$ cat config.mk
export PLATFORM = sky130hd
export DESIGN_NAME = sram_cache_controller
export DESIGN_NICKNAME = d
export VERILOG_FILES = /design/src/rtl/cache_pkg.sv /design/src/rtl/cache_line_array.sv /design/src/rtl/sram_cache_controller.sv
export SDC_FILE = /design/constraint.sdc
export NUM_CORES = 2
export LEC_CHECK = 0
export CAP_MARGIN = 20
export CORE_MARGIN = 2
export CORE_UTILIZATION = 51
export CTS_CLUSTER_SIZE = 8
export DETAILED_ROUTE_END_ITERATION = 16
export PLACE_DENSITY = 0.67
export SLEW_MARGIN = 20
export SYNTH_ARGS = -nofsm -noshare
export SYNTH_HDL_FRONTEND = slang
export SYNTH_MEMORY_MAX_BITS = 65536
export SYNTH_SLANG_ARGS = --single-unit
$ cat constraint.sdc
create_clock -name clk -period 6.3 [get_ports clk]
set_input_delay 1.26 -clock clk [delete_from_list [all_inputs] [get_ports clk]]
set_output_delay 1.26 -clock clk [all_outputs]
set_load 0.005 [all_outputs]
$ cat src/rtl/cache_pkg.sv
// Shared definitions for the direct-mapped write-through data cache:
// FSM state encoding, default geometry and derived field widths.
package cache_pkg;

  localparam int unsigned SETS_DEFAULT        = 64;
  localparam int unsigned BYTE_ADDR_W_DEFAULT = 19;
  localparam int unsigned INDEX_W_DEFAULT     = $clog2(SETS_DEFAULT);
  localparam int unsigned TAG_W_DEFAULT       = BYTE_ADDR_W_DEFAULT - 3 - INDEX_W_DEFAULT;

  typedef enum logic [1:0] {
    IDLE          = 2'd0,
    READ_MISS     = 2'd1,
    WRITE_THROUGH = 2'd2
  } cache_state_e;

  // Tag width left after removing the 8-byte line offset and the set index.
  function automatic int unsigned tag_width(input int unsigned sets,
                                            input int unsigned byte_addr_w);
    return byte_addr_w - 3 - $clog2(sets);
  endfunction

endpackage

$ cat src/rtl/cache_line_array.sv
// Line storage for the data cache: resettable valid bits, tags and two
// 32-bit words per line. One combinational read port, one write port.
module cache_line_array
  import cache_pkg::*;
#(
  parameter int unsigned SETS    = SETS_DEFAULT,
  parameter int unsigned INDEX_W = INDEX_W_DEFAULT,
  parameter int unsigned TAG_W   = TAG_W_DEFAULT
) (
  input  logic               clk,
  input  logic               rst_n,
  input  logic [INDEX_W-1:0] rd_index,
  output logic               rd_valid,
  output logic [TAG_W-1:0]   rd_tag,
  output logic [63:0]        rd_line,
  input  logic               fill_en,
  input  logic               word_en,
  input  logic [INDEX_W-1:0] wr_index,
  input  logic               wr_word_sel,
  input  logic [TAG_W-1:0]   wr_tag,
  input  logic [63:0]        fill_line,
  input  logic [31:0]        wr_word
);

  logic [SETS-1:0]  valid_q;
  logic [TAG_W-1:0] tag_q  [SETS];
  logic [31:0]      data_lo[SETS];
  logic [31:0]      data_hi[SETS];

  always_ff @(posedge clk or negedge rst_n) begin
    if (!rst_n) begin
      valid_q <= '0;
    end else if (fill_en) begin
      valid_q[wr_index] <= 1'b1;
    end
  end

  // Tags and data are deliberately left unreset; valid gates every use.
  always_ff @(posedge clk) begin
    if (fill_en) begin
      tag_q[wr_index]   <= wr_tag;
      data_lo[wr_index] <= fill_line[31:0];
      data_hi[wr_index] <= fill_line[63:32];
    end else if (word_en) begin
      if (wr_word_sel) begin
        data_hi[wr_index] <= wr_word;
      end else begin
        data_lo[wr_index] <= wr_word;
      end
    end
  end

  assign rd_valid = valid_q[rd_index];
  assign rd_tag   = tag_q[rd_index];
  assign rd_line  = {data_hi[rd_index], data_lo[rd_index]};

endmodule

$ cat src/rtl/sram_cache_controller.sv
// Direct-mapped, write-through, no-write-allocate data cache sitting between
// the memory stage and the SRAM controller; freeze stalls the pipeline.
module sram_cache_controller
  import cache_pkg::*;
#(
  parameter int unsigned SETS        = SETS_DEFAULT,
  parameter int unsigned BYTE_ADDR_W = BYTE_ADDR_W_DEFAULT
) (
  input  logic        clk,
  input  logic        rst,
  input  logic        memoryReadEnabled,
  input  logic        memoryWriteEnabled,
  input  logic [31:0] address,
  input  logic [31:0] writeData,
  output logic [31:0] readData,
  output logic        freeze,
  output logic        sramReadEn,
  output logic        sramWriteEn,
  output logic [31:0] sramAddress,
  output logic [31:0] sramWriteData,
  input  logic [63:0] sramReadData,
  input  logic        sramReady
);

  localparam int unsigned INDEX_W = $clog2(SETS);
  localparam int unsigned TAG_W   = tag_width(SETS, BYTE_ADDR_W);

  cache_state_e       state;
  logic [INDEX_W-1:0] index;
  logic [TAG_W-1:0]   tag;
  logic               word_sel;
  logic               line_valid;
  logic [TAG_W-1:0]   line_tag;
  logic [63:0]        line_data;
  logic               hit;
  logic [31:0]        hit_word;
  logic               fill_en;
  logic               word_en;

  assign word_sel = address[2];
  assign index    = address[INDEX_W+2:3];
  assign tag      = address[BYTE_ADDR_W-1:INDEX_W+3];
  assign hit      = line_valid && (line_tag == tag);
  assign hit_word = word_sel ? line_data[63:32] : line_data[31:0];

  // The CPU holds address/writeData until freeze drops, so the array write
  // in the sramReady cycle can use the live address fields.
  assign fill_en = (state == READ_MISS) && sramReady;
  assign word_en = (state == WRITE_THROUGH) && sramReady && hit;

  cache_line_array #(
    .SETS    (SETS),
    .INDEX_W (INDEX_W),
    .TAG_W   (TAG_W)
  ) u_lines (
    .clk         (clk),
    .rst_n       (rst),
    .rd_index    (index),
    .rd_valid    (line_valid),
    .rd_tag      (line_tag),
    .rd_line     (line_data),
    .fill_en     (fill_en),
    .word_en     (word_en),
    .wr_index    (index),
    .wr_word_sel (word_sel),
    .wr_tag      (tag),
    .fill_line   (sramReadData),
    .wr_word     (writeData)
  );

  always_comb begin
    freeze   = 1'b0;
    readData = '0;
    case (state)
      IDLE: begin
        if (memoryWriteEnabled) begin
          freeze = 1'b1;
        end else if (memoryReadEnabled) begin
          if (hit) begin
            readData = hit_word;
          end else begin
            freeze = 1'b1;
          end
        end
      end
      READ_MISS:     freeze = 1'b1;
      WRITE_THROUGH: freeze = ~sramReady;
      default:       freeze = 1'b0;
    endcase
  end

  always_ff @(posedge clk or negedge rst) begin
    if (!rst) begin
      state         <= IDLE;
      sramReadEn    <= 1'b0;
      sramWriteEn   <= 1'b0;
      sramAddress   <= '0;
      sramWriteData <= '0;
    end else begin
      case (state)
        IDLE: begin
          if (memoryWriteEnabled) begin
            state         <= WRITE_THROUGH;
            sramWriteEn   <= 1'b1;
            sramAddress   <= {address[31:2], 2'b00};
            sramWriteData <= writeData;
          end else if (memoryReadEnabled && !hit) begin
            state       <= READ_MISS;
            sramReadEn  <= 1'b1;
            sramAddress <= {address[31:3], 3'b000};
          end
        end
        READ_MISS: begin
          if (sramReady) begin
            state      <= IDLE;
            sramReadEn <= 1'b0;
          end
        end
        WRITE_THROUGH: begin
          if (sramReady) begin
            state       <= IDLE;
            sramWriteEn <= 1'b0;
          end
        end
        default: begin
          state       <= IDLE;
          sramReadEn  <= 1'b0;
          sramWriteEn <= 1'b0;
        end
      endcase
    end
  end

endmodule
==> metrics.md <==
| Metric | Value |
|---|---|
| First-pass GRT wire length | 889.7 mm |
| Final Hold Viols | 0 |
| Max-cap violations | 0 |
| CTS tree | done |
| Fin cells | 16,800 |
| FMAX | 156.6 MHz |
| Syn_area_per_cell | around 18 um^2 |
| Critical Path RT | approximately 5000 ps |
| Post-synthesis sequential area ratio | 0.8057 |
| CORE AREA | 352,400 um^2 |
| Worst EP arrival | around 5100 ps |
| DR vias/cell | 7.026 |
| Hold_buf cts | 0 |
| Fin crit share | 1.014 |
| Worst hold path class | input port to async pin |
| Setup crit start | address[5] |
| Worst r2r src | u_lines.tag_q[29][7] |
| Layout cell share with drive strength beyond 1 | 0.2798 |
| Multi-input gate area | between 30,000 and 40,000 um^2 |
| Status | finished with violations |
| Slew @ Worst Pin | 1245 ps |
| Pin count of the biggest net entering global routing | 67 |
| Num ports | ~230 |
| Max rail drop VDD | around 0.34 mV |
| Setup violators final | 19 |
| Via Count | 118,000 |
| RSZ-0062 raised after global routing | yes |
| Die width | 599.0 um |
| Syn Inst Count | slightly below 10,000 |
| Initial core utilization | 0.5124 |
| Die H | 599.0 um |
| Synthesis-to-layout area growth | 24.28% |
| Fill count | roughly 24,000 |
| Worst skew pair latency | 1110 ps |
| Crit path capture type | output port |
| Worst reg-to-reg setup slack | 1550 ps |
| Grt total ovfl | 0 |
| DRT iter0 DRCs | 21,410 |
| IO Port Bufs | between 200 and 250 |
| Crit path max fanout | 21 |
| Failing checks | setup timing |
| Yosys Warn Count | 0 |
| Setup CP Type | input port to output port |
| Final setup margin | -86.91 ps |
| Post-synth EDFFs | 4,736 |
| Die ar. | 358,800 um^2 |
| Remaining DRCs | 0 |
| Final core utilization | 0.6367 |
| Slew Viols, Final | 0 |
| Placed cells | 15,850 |
| Total Power | 74,780 uW |
| Relative slew slack | 0.1626 |
| ANT nets after route | 0 |
| Pwr Density | approximately 330 nW/um^2 |
| Seq cells post-synth | 4,866 |
| Synth unique cells | 81 |
| Clk pin slew, worst setup/hold paths | 50 ps |
| Routed WL | about 650 mm |
| Register area | around 150,000 um^2 |
| Clock buffer depth | 4 |
| Post-synthesis cell area | about 180,000 um^2 |
| Nets | around 12,000 |
| DP Wirelength | around 400 mm |
| Sink Count | around 4,900 |
| Top FF cell, synth | edfxtp_1 |
| Clk Tree Root Cell | clkbuf_16 |
| Initial DRT Pass Iterations | 8 |
| Total CTS buffers | slightly below 700 |
| # rows | 218 |
| Pleak | 0.07401 uW |
| Asr flop ratio synth | 0.02672 |
| Level count of the clock H-tree | 6 |
| Vias in the first global route | 112,800 |
| Skew final | 126.6 ps |
| Wire length per cell | 38.94 um |
| All-layer global routing usage | 0.3577 |
| Placer Congestion | 0.9430 |
| CP Launch Type | input port |
| Setup TNS | -492.8 ps |
| Antenna violations before repair | 50 |
| Tmin final | 6387 ps |
-- critical path, cell delays in order --
cell	delay (ps)
buf_12	130
buf_12	160
buf_12	150
buf_4	140
nand3_4	110
buf_12	180
buf_12	230
buf_12	150
buf_4	140
o22ai_1	90
nor4_1	1060
mux4_2	420
o21ai_0	210
buf_4	250
a21oi_2	120
dlygate4sd2_1	240
-- power breakdown --
group          total (uW)  switching (uW)  internal [uW]
logic                6010            3690           2320
clock network       32700           13100          19600
registers           36100             168          35900
-- placed cells by master (no fill, tap or decap), types with 127 or more instances in the layout --
cell and instances:
mux2_2 338, buf_12 391, nor2_1 261, a21oi_1 172, mux2i_1 166, clkdlybuf4s50_1 176, edfxtp_1 4736, buf_4 1292
o22ai_1 1594, dfrtp_1 130, mux4_2 159, nor4_1 224, clkbuf_1 127, clkbuf_16 695, o221ai_1 182, o21ai_0 132
-- layer usage --
layer / vias up / part of all wire / global-route usage
met5: - / 0.00022 / 0
met1: 59960 / 0.34 / 0.4851
met4: 18 / 0.062 / 0.1883
met2: 10920 / 0.44 / 0.5286
li1: 45410 / - / -
met3: 1744 / 0.15 / 0.1024
-- area by class of cell --
type / count / area share
well taps: 4730 / 0.02637
clock inverters: 46 / 0.003742
diodes: 22 / 0.0002453
inverters: 12 / 0.0002398
clock buffers: 819 / 0.07925
multi-input cells: 4358 / 0.1507
repair buffers: 1948 / 0.09120
flip-flops and latches: 4866 / 0.6483
-- cell usage after synthesis, drive strengths merged, types with 14 or more instances --
cell | instances | area, um^2
edfxtp | 4736 | 142200
o22ai | 1601 | 10020
buf | 408 | 1954
mux2 | 339 | 3817
clkbuf | 287 | 1077
nor2 | 287 | 1077
nor4 | 239 | 1510
nor3 | 223 | 1116
a21oi | 193 | 965.9
o221ai | 185 | 1620
mux2i | 171 | 1712
mux4 | 159 | 3581
o21ai | 136 | 680.7
dfrtp | 130 | 3253
nand2 | 125 | 469.2
o22a | 69 | 604.3
or2 | 68 | 425.4
a22oi | 65 | 488.0
a211oi | 57 | 427.9
or4 | 40 | 300.3
a221oi | 34 | 297.8
o41ai | 27 | 236.5
nand3 | 25 | 135.1
nor2b | 24 | 150.1
a31oi | 21 | 143.9
o211ai | 19 | 142.6
o31ai | 19 | 156.4
a2111oi | 17 | 148.9
nand4 | 14 | 87.58
-- registers in the layout, summed over array words and instances, names as in the netlist --
| name | flops |
|---|---|
| sramAddress | 30 |
| sramReadEn | 1 |
| sramWriteData | 32 |
| sramWriteEn | 1 |
| state | 2 |
| u_lines.data_hi | 2048 |
| u_lines.data_lo | 2048 |
| u_lines.tag_q | 640 |
| u_lines.valid_q | 64 |
-- per-stage QoR --
step	hold WS, ps	instance area (um^2)	worst slack [ps]
CTS	199.0	223600	-127.4
global placement	442.6	203700	-1872
floorplan	429.6	180600	-454.8
finish	208.1	224400	-86.91
global route	259.6	224300	-18.75
detailed placement	451.7	203800	-1835
-- repair_timing --
action	CTS	global route
setup buffers	37	33
setup endpoints to repair	33	32
resized for setup	204	114
pin swaps	22	23
gates cloned	6	2
-- logic make-up after synthesis --
kind of cell               after synthesis  synth area share
DFF                                   4866            0.8057
AOI/OAI and AO/OA                     2538           0.09306
and+or+nand+nor                       1139           0.03319
buffers and inverters                  707           0.01704
muxes                                  669           0.05045
xor gates and xnor gates                 6         0.0002911
adders and majority gates                4         0.0002772
other                                    1        0.00002077
-- final timing paths --
kind,end,cells past startpoint
max,readData[26],16
min,sramAddress[4],1
max reg2reg,u_lines.data_lo[61][16],15
min reg2reg,u_lines.valid_q[62],1
max in group asynchronous,u_lines.valid_q[24],2
min in group clk,u_lines.valid_q[62],1
(Power assumes the default switching activity.)
